<file path="src/rtl/accel_resp_pkg.sv">
// Shared constants and state type for the ADXL362-style SPI responder.
// Build option: SPI_RESP_WRITE_EN enables the 0x0A write command and POWER_CTL.
package accel_resp_pkg;

    localparam logic [7:0] CMD_READ  = 8'h0B;
    localparam logic [7:0] CMD_WRITE = 8'h0A;

    localparam logic [5:0] ADDR_DEVID_AD  = 6'h00;
    localparam logic [5:0] ADDR_DEVID_MST = 6'h01;
    localparam logic [5:0] ADDR_PARTID    = 6'h02;
    localparam logic [5:0] ADDR_XDATA     = 6'h08;
    localparam logic [5:0] ADDR_YDATA     = 6'h09;
    localparam logic [5:0] ADDR_ZDATA     = 6'h0A;
    localparam logic [5:0] ADDR_XDATA_L   = 6'h0E;
    localparam logic [5:0] ADDR_XDATA_H   = 6'h0F;
    localparam logic [5:0] ADDR_YDATA_L   = 6'h10;
    localparam logic [5:0] ADDR_YDATA_H   = 6'h11;
    localparam logic [5:0] ADDR_ZDATA_L   = 6'h12;
    localparam logic [5:0] ADDR_ZDATA_H   = 6'h13;
    localparam logic [5:0] ADDR_POWER_CTL = 6'h2D;

    localparam logic [7:0] ID_DEVID_AD  = 8'hAD;
    localparam logic [7:0] ID_DEVID_MST = 8'h1D;
    localparam logic [7:0] ID_PARTID    = 8'hF2;

    localparam logic [7:0] POWER_CTL_RST = 8'h02;

    typedef enum logic [2:0] {
        IDLE,
        CMD,
        ADDR,
        DATA,
        IGNORE
    } resp_state_t;

endpackage

</file>
<file path="src/rtl/spi_sync_edge.sv">
// Synchronisers for sclk/ncs/mosi plus registered rise/fall pulses.
// Chains reset to 0 so a low ncs at reset release shows no falling edge.
module spi_sync_edge #(
    parameter int SYNC_STAGES = 2
) (
    input  logic clk,
    input  logic rstbt,
    input  logic sclk,
    input  logic ncs,
    input  logic mosi,
    output logic sclk_rise,
    output logic sclk_fall,
    output logic ncs_rise,
    output logic ncs_fall,
    output logic ncs_lvl,
    output logic mosi_s
);

    logic [SYNC_STAGES-1:0] sclk_sync_q, sclk_sync_d;
    logic [SYNC_STAGES-1:0] ncs_sync_q, ncs_sync_d;
    logic [SYNC_STAGES-1:0] mosi_sync_q, mosi_sync_d;
    logic sclk_prev_q, sclk_prev_d;
    logic ncs_prev_q, ncs_prev_d;
    logic sclk_rise_q, sclk_rise_d;
    logic sclk_fall_q, sclk_fall_d;
    logic ncs_rise_q, ncs_rise_d;
    logic ncs_fall_q, ncs_fall_d;
    logic mosi_q, mosi_d;

    // shift pins through the chains; edges compare last stage to its delay
    always_comb begin
        sclk_sync_d = {sclk_sync_q[SYNC_STAGES-2:0], sclk};
        ncs_sync_d  = {ncs_sync_q[SYNC_STAGES-2:0], ncs};
        mosi_sync_d = {mosi_sync_q[SYNC_STAGES-2:0], mosi};
        sclk_prev_d = sclk_sync_q[SYNC_STAGES-1];
        ncs_prev_d  = ncs_sync_q[SYNC_STAGES-1];
        sclk_rise_d = sclk_sync_q[SYNC_STAGES-1] & ~sclk_prev_q;
        sclk_fall_d = ~sclk_sync_q[SYNC_STAGES-1] & sclk_prev_q;
        ncs_rise_d  = ncs_sync_q[SYNC_STAGES-1] & ~ncs_prev_q;
        ncs_fall_d  = ~ncs_sync_q[SYNC_STAGES-1] & ncs_prev_q;
        mosi_d      = mosi_sync_q[SYNC_STAGES-1];
    end

    // synchroniser and edge-detect registers
    always_ff @(posedge clk or negedge rstbt) begin
        if (!rstbt) begin
            sclk_sync_q <= '0;
            ncs_sync_q  <= '0;
            mosi_sync_q <= '0;
            sclk_prev_q <= 1'b0;
            ncs_prev_q  <= 1'b0;
            sclk_rise_q <= 1'b0;
            sclk_fall_q <= 1'b0;
            ncs_rise_q  <= 1'b0;
            ncs_fall_q  <= 1'b0;
            mosi_q      <= 1'b0;
        end else begin
            sclk_sync_q <= sclk_sync_d;
            ncs_sync_q  <= ncs_sync_d;
            mosi_sync_q <= mosi_sync_d;
            sclk_prev_q <= sclk_prev_d;
            ncs_prev_q  <= ncs_prev_d;
            sclk_rise_q <= sclk_rise_d;
            sclk_fall_q <= sclk_fall_d;
            ncs_rise_q  <= ncs_rise_d;
            ncs_fall_q  <= ncs_fall_d;
            mosi_q      <= mosi_d;
        end
    end

    assign sclk_rise = sclk_rise_q;
    assign sclk_fall = sclk_fall_q;
    assign ncs_rise  = ncs_rise_q;
    assign ncs_fall  = ncs_fall_q;
    assign ncs_lvl   = ncs_prev_q;
    assign mosi_s    = mosi_q;

endmodule

</file>
<file path="src/rtl/spi_accel_responder.sv">
// SPI mode-0 slave emulating an ADXL362 register map for HIL/sim builds.
// Build option: SPI_RESP_WRITE_EN enables writes to POWER_CTL and standby masking.
module spi_accel_responder
    import accel_resp_pkg::*;
#(
    parameter int SYNC_STAGES = 2
) (
    input  logic        clk,
    input  logic        rstbt,
    input  logic        sclk,
    input  logic        ncs,
    input  logic        mosi,
    output logic        miso,
    input  logic [11:0] x_in,
    input  logic [11:0] y_in,
    input  logic [11:0] z_in,
    output logic        busy,
    output logic        rd_strobe,
    output logic [7:0]  power_ctl
);

    logic sclk_rise, sclk_fall, ncs_rise, ncs_fall, ncs_lvl, mosi_s;

    spi_sync_edge #(
        .SYNC_STAGES(SYNC_STAGES)
    ) u_sync (
        .clk      (clk),
        .rstbt    (rstbt),
        .sclk     (sclk),
        .ncs      (ncs),
        .mosi     (mosi),
        .sclk_rise(sclk_rise),
        .sclk_fall(sclk_fall),
        .ncs_rise (ncs_rise),
        .ncs_fall (ncs_fall),
        .ncs_lvl  (ncs_lvl),
        .mosi_s   (mosi_s)
    );

    resp_state_t state_q, state_d;
    logic [2:0]  bit_cnt_q, bit_cnt_d;
    logic [2:0]  out_cnt_q, out_cnt_d;
    logic [7:0]  sh_in_q, sh_in_d;
    logic [7:0]  sh_out_q, sh_out_d;
    logic [5:0]  addr_q, addr_d;
    logic        is_read_q, is_read_d;
    logic        miso_q, miso_d;
    logic        busy_q, busy_d;
    logic        rd_strobe_q, rd_strobe_d;
    logic [11:0] x_q, x_d, y_q, y_d, z_q, z_d;

    logic [7:0]  rx_byte;
    logic [5:0]  nxt_addr;
    logic [7:0]  pc_cur;
    logic        meas;

    assign rx_byte  = {sh_in_q[6:0], mosi_s};
    assign nxt_addr = addr_q + 6'd1;

`ifdef SPI_RESP_WRITE_EN
    logic [7:0] pc_q, pc_d;
    assign pc_cur = pc_q;
    assign meas   = (pc_q[1:0] == 2'b10);
`else
    assign pc_cur = POWER_CTL_RST;
    assign meas   = 1'b1;
`endif

    function automatic logic [7:0] reg_val(
        input logic [5:0]  a,
        input logic [11:0] x,
        input logic [11:0] y,
        input logic [11:0] z,
        input logic [7:0]  pc,
        input logic        m
    );
        logic [7:0] v;
        case (a)
            ADDR_DEVID_AD:  v = ID_DEVID_AD;
            ADDR_DEVID_MST: v = ID_DEVID_MST;
            ADDR_PARTID:    v = ID_PARTID;
            ADDR_XDATA:     v = x[11:4];
            ADDR_YDATA:     v = y[11:4];
            ADDR_ZDATA:     v = z[11:4];
            ADDR_XDATA_L:   v = x[7:0];
            ADDR_XDATA_H:   v = {{4{x[11]}}, x[11:8]};
            ADDR_YDATA_L:   v = y[7:0];
            ADDR_YDATA_H:   v = {{4{y[11]}}, y[11:8]};
            ADDR_ZDATA_L:   v = z[7:0];
            ADDR_ZDATA_H:   v = {{4{z[11]}}, z[11:8]};
            ADDR_POWER_CTL: v = pc;
            default:        v = 8'h00;
        endcase
        if (!m && a >= ADDR_XDATA && a <= ADDR_ZDATA_H) begin
            v = 8'h00;
        end
        return v;
    endfunction

    // transaction FSM: byte framing, register mux, MISO shifting
    always_comb begin
        state_d     = state_q;
        bit_cnt_d   = bit_cnt_q;
        out_cnt_d   = out_cnt_q;
        sh_in_d     = sh_in_q;
        sh_out_d    = sh_out_q;
        addr_d      = addr_q;
        is_read_d   = is_read_q;
        miso_d      = miso_q;
        busy_d      = busy_q;
        rd_strobe_d = 1'b0;
        x_d         = x_q;
        y_d         = y_q;
        z_d         = z_q;
`ifdef SPI_RESP_WRITE_EN
        pc_d        = pc_q;
`endif
        if (ncs_rise) begin
            state_d   = IDLE;
            bit_cnt_d = 3'd0;
            miso_d    = 1'b0;
            busy_d    = 1'b0;
        end else begin
            unique case (state_q)
                IDLE: begin
                    miso_d = 1'b0;
                    if (ncs_fall) begin
                        state_d   = CMD;
                        busy_d    = 1'b1;
                        bit_cnt_d = 3'd0;
                        x_d       = x_in;
                        y_d       = y_in;
                        z_d       = z_in;
                    end else if (!ncs_lvl) begin
                        state_d = IGNORE;
                    end
                end
                CMD: begin
                    if (sclk_rise) begin
                        sh_in_d   = rx_byte;
                        bit_cnt_d = bit_cnt_q + 3'd1;
                        if (bit_cnt_q == 3'd7) begin
                            if (rx_byte == CMD_READ) begin
                                state_d   = ADDR;
                                is_read_d = 1'b1;
`ifdef SPI_RESP_WRITE_EN
                            end else if (rx_byte == CMD_WRITE) begin
                                state_d   = ADDR;
                                is_read_d = 1'b0;
`endif
                            end else begin
                                state_d = IGNORE;
                            end
                        end
                    end
                end
                ADDR: begin
                    if (sclk_rise) begin
                        sh_in_d   = rx_byte;
                        bit_cnt_d = bit_cnt_q + 3'd1;
                        if (bit_cnt_q == 3'd7) begin
                            state_d   = DATA;
                            addr_d    = rx_byte[5:0];
                            out_cnt_d = 3'd0;
                            sh_out_d  = reg_val(rx_byte[5:0], x_q, y_q,
                                                z_q, pc_cur, meas);
                        end
                    end
                end
                DATA: begin
                    if (sclk_rise) begin
                        sh_in_d   = rx_byte;
                        bit_cnt_d = bit_cnt_q + 3'd1;
                        if (bit_cnt_q == 3'd7 && !is_read_q) begin
                            addr_d = nxt_addr;
`ifdef SPI_RESP_WRITE_EN
                            if (addr_q == ADDR_POWER_CTL) begin
                                pc_d = rx_byte;
                            end
`endif
                        end
                    end else if (sclk_fall && is_read_q) begin
                        miso_d    = sh_out_q[7];
                        sh_out_d  = {sh_out_q[6:0], 1'b0};
                        out_cnt_d = out_cnt_q + 3'd1;
                        if (out_cnt_q == 3'd7) begin
                            rd_strobe_d = 1'b1;
                            addr_d      = nxt_addr;
                            sh_out_d    = reg_val(nxt_addr, x_q, y_q,
                                                  z_q, pc_cur, meas);
                        end
                    end
                end
                IGNORE: begin
                    miso_d = 1'b0;
                end
                default: begin
                    state_d = IDLE;
                end
            endcase
        end
    end

    // state, datapath and snapshot registers
    always_ff @(posedge clk or negedge rstbt) begin
        if (!rstbt) begin
            state_q     <= IDLE;
            bit_cnt_q   <= 3'd0;
            out_cnt_q   <= 3'd0;
            sh_in_q     <= 8'h00;
            sh_out_q    <= 8'h00;
            addr_q      <= 6'd0;
            is_read_q   <= 1'b1;
            miso_q      <= 1'b0;
            busy_q      <= 1'b0;
            rd_strobe_q <= 1'b0;
            x_q         <= 12'd0;
            y_q         <= 12'd0;
            z_q         <= 12'd0;
`ifdef SPI_RESP_WRITE_EN
            pc_q        <= POWER_CTL_RST;
`endif
        end else begin
            state_q     <= state_d;
            bit_cnt_q   <= bit_cnt_d;
            out_cnt_q   <= out_cnt_d;
            sh_in_q     <= sh_in_d;
            sh_out_q    <= sh_out_d;
            addr_q      <= addr_d;
            is_read_q   <= is_read_d;
            miso_q      <= miso_d;
            busy_q      <= busy_d;
            rd_strobe_q <= rd_strobe_d;
            x_q         <= x_d;
            y_q         <= y_d;
            z_q         <= z_d;
`ifdef SPI_RESP_WRITE_EN
            pc_q        <= pc_d;
`endif
        end
    end

    assign miso      = miso_q & ~ncs;
    assign busy      = busy_q;
    assign rd_strobe = rd_strobe_q;
    assign power_ctl = pc_cur;

endmodule

</file>
<file path="config.mk">
export PLATFORM = sky130hd
export DESIGN_NAME = spi_accel_responder
export DESIGN_NICKNAME = d
export VERILOG_FILES = /design/src/rtl/accel_resp_pkg.sv /design/src/rtl/spi_sync_edge.sv /design/src/rtl/spi_accel_responder.sv
export SDC_FILE = /design/constraint.sdc
export NUM_CORES = 1
export LEC_CHECK = 0
export CAP_MARGIN = 20
export CORE_MARGIN = 1
export CORE_UTILIZATION = 50
export DETAILED_ROUTE_END_ITERATION = 6
export PLACE_DENSITY = 0.72
export SKIP_CTS_REPAIR_TIMING = 1
export SYNTH_ARGS = -nofsm -noshare
export SYNTH_HDL_FRONTEND = slang
export SYNTH_SLANG_ARGS = --single-unit
</file>
<file path="constraint.sdc">
create_clock -name clk -period 2.6 [get_ports clk]
set_input_delay 0.26 -clock clk [delete_from_list [all_inputs] [get_ports clk]]
set_output_delay 0.26 -clock clk [all_outputs]
set_load 0.01 [all_outputs]
</file>
==> summary.md <==
| Metric | Value |
|---|---|
| Vias in the first global route | 4169 |
| Vias per inst | 6.21 |
| Fmax | 0.422 GHz |
| Initial antenna violation count | 0 |
| Synth Cell Area | 4990 um2 |
| Port-buffer cells | 43 |
| Final TNS setup | 0 ns |
| CTS tree | done |
| Fin worst setup slack | 0.233 ns |
| Routed wire length | 13500 um |
| VDD IR max | approximately 0.6 mV |
| Data arrival, critical path | 2.68 ns |
| Num rows | 36 |
| CP required | ~2.9 ns |
| Slew HR | 52.4% |
| Routed Antenna Nets | 0 |
| Register-to-Register Path Depth | 8 |
| Largest cells by area after synthesis | dfrtp_1 41%, mux2_2 10%, nand2_1 3.5% |
| Slowest-stage cell, CP | or4_1 |
| Synth area leader | dfrtp_1 |
| Post-Layout Cell Count | 689 |
| Vias | 4279 |
| Post-route minimum period | between 2 and 2.5 ns |
| Crit. path cell count | 8 |
| Drt drc | 0 |
| Ports | 52 |
| Initial DRT Pass Iterations | 6 |
| Placed Area | between 5000 and 6000 um2 |
| Worst-path clk slew | 0.08 ns |
| Critical path class | register to register |
| Final period utilization | 91.0% |
| Switch share | 35.3% |
| Post-synth EDFFs | 0 |
| P_leak | 2.44 nW |
| Total grt overflow | 0 |
| Synth-to-Final Area Change | 18.5% |
| Yosys cell types | between 70 and 80 |
| Yosys warnings | 0 |
| Final slew viol count | 0 |
| Ys async rst share | 100% |
| CTS Buffer Depth | 2 |
| Delay-heaviest family, CP | compound AO/OA/AOI/OAI gates |
| Initial Util | just over 50% |
| First-pass GRT wire length | 21600 um |
| Mapped Cells | around 500 |
| Worst-Skew Late Latency | 0.38 ns |
| Setup-failing EPs final | 0 |
| Routed WL per cell | 19.6 um |
| DRT iter0 DRCs | roughly 260 |
| Die Ht | 102 um |
| CP Cell Sequence | ha_1 -> or4_1 -> a2bb2oi_1 -> nand2_2 -> a21oi_1 -> o221a_2 -> a41o_1 -> a21oi_2 |
| Die footprint | 10400 um2 |
| Max FO, Critical Path | 9 |
| Master cell of the clock root buffer | clkbuf_8 |
| Predominant post-synthesis flop cell | dfrtp_1 |
| Final Hold Fails | 0 |
| Skew final | 0.00938 ns |
| CP bufs+invs | 0 |
| Clk pwr share | 25.0% |
| Run status | completed |
| Clock sink count | 82 |
| R2R setup slack | 0.23 ns |
| Logic pwr share | 27.8% |
| Crit end category | register |
| Int Pwr | 2.98 mW |
| Num CTS Buffers | 9 |
| Most frequent cells in the layout | 81 x dfrtp_1, 47 x nand2_1, 46 x mux2_2 |
| Register share of total power | between 40% and 50% |
| Routability cong. | 0.956 |
| Die Width | 102 um |
| Worst Tran Pin Value | 0.710 ns |
| #FFs+latches synth | 82 |
| Share of cells above drive strength 1 | 22.5% |
| Hpwl dp | between 9000 and 10000 um |
| Core Region | 9730 um2 |
| Critical Path Max Stage Delay | 0.55 ns |
| Post-route cell area | between 5000 and 6000 um2 |
| Tot GR Track Use | between 20% and 30% |
| Largest net degree at the start of global routing | 83 |
| Max-cap violations | 0 |
| Share of the synthesized area in the top cell type | 41.1% |
| Sw Pwr | between 1.5 and 2 mW |
| Most common cell after layout, fill and taps aside | dfrtp_1 |
| Sequential fraction of the synthesis area | between 40 and 50% |
| Nets@finish | 601 |
| PD cells | 779 nW/um2 |
| Hold WC Path Type | input pin to register |
| Syn avg cell area | 10.0 um2 |
| DP Worst Slack | 0.266 ns |
| Hold depth | 1 |
| Worst Setup Start Kind | register |
| RSZ-0062 raised after global routing | no |
| H-Tree Depth | 3 |
| Cells after DPL | 671 |
| # diodes | 0 |
[final cells by class]
type | count | area [um2]
multi-input cells | 368 | 2700
inverters | 12 | 45.0
fillers | 853 | 3810
clock inverters | 6 | 111
well taps | 133 | 166
flip-flops and latches | 82 | 2050
repair buffers | 78 | 706
clock buffers | 10 | 138
[worst reg2reg max path, stage by stage (launching register included)]
cell	delay (ns)
dfrtp_1	0.39
ha_1	0.22
or4_1	0.55
a2bb2oi_1	0.19
nand2_2	0.18
a21oi_1	0.11
o221a_2	0.28
a41o_1	0.25
a21oi_2	0.13
[logic make-up (layout without fill, tap and decap cells)]
kind of cell    Yosys count  after routing  synth area share, %
buf+inv                  55            106                 5.44
compound gates          156            156                 23.3
simple gates            136            136                 14.0
fa+ha+maj                 9              9                 2.26
mux                      58             58                 13.5
xor+xnor                  1              1                0.175
other cells               2              8                0.150
flops                    82             82                 41.1
[path summary, 6_finish.rpt]
check                                      start                     to
hold / removal                              mosi  u_sync.mosi_sync_q[0]
min in group asynchronous                  rstbt              addr_q[1]
max in group asynchronous                  rstbt                z_q[11]
setup / recovery                       addr_q[0]            sh_out_q[7]
hold reg to reg            u_sync.mosi_sync_q[0]  u_sync.mosi_sync_q[1]
setup reg to reg                       addr_q[0]            sh_out_q[7]
[state kept, by name (all words and copies together) (netlist names), 6 cells and up]
register and count:
sh_out_q 8, sh_in_q 7, y_q 12, addr_q 6, z_q 12, x_q 12
[cell usage after synthesis (4+ instances only)]
library cell	instances
a221o_1	4
ha_1	9
a21oi_1	30
clkbuf_1	18
o21ai_0	30
a22oi_1	20
a22o_1	6
buf_2	10
nand3_1	19
a222oi_1	9
nor3_1	5
mux2i_1	9
inv_1	11
buf_4	12
dfrtp_1	82
nand3b_1	4
nor2_1	24
o22a_1	6
nor2b_1	9
nand2_1	47
a31oi_1	9
mux2_2	46
[stage by stage]
step	total power [mW]	hold WS [ns]	util (%)
after floorplan	2.88	-0.0356	-
after global placement	3.42	0.332	57.9
after detailed placement	3.46	0.339	57.9
after CTS	4.62	0.0902	60.5
after global routing	4.84	0.308	60.8
final	4.61	0.322	60.8
[layer usage]
metal | vias to the layer above | track usage (%) | routed length (um)
met4 | 0 | 12.2 | 469
met5 | - | 0 | 0
met3 | 27 | 6.63 | 787
met1 | 2112 | 36.2 | 5910
li1 | 1975 | - | -
met2 | 165 | 45.0 | 6330
[power groups by stage]
stage / combinational, mW / clock (mW) / sequential [mW]
2_1_floorplan: 0.997 / 0 / 1.88
3_3_place_gp: 1.24 / 0 / 2.18
3_5_place_dp: 1.27 / 0 / 2.19
4_1_cts: 1.28 / 1.18 / 2.16
5_1_grt: 1.39 / 1.23 / 2.22
6_report: 1.28 / 1.15 / 2.18
Note: power is estimated with default switching activity, not from simulation.
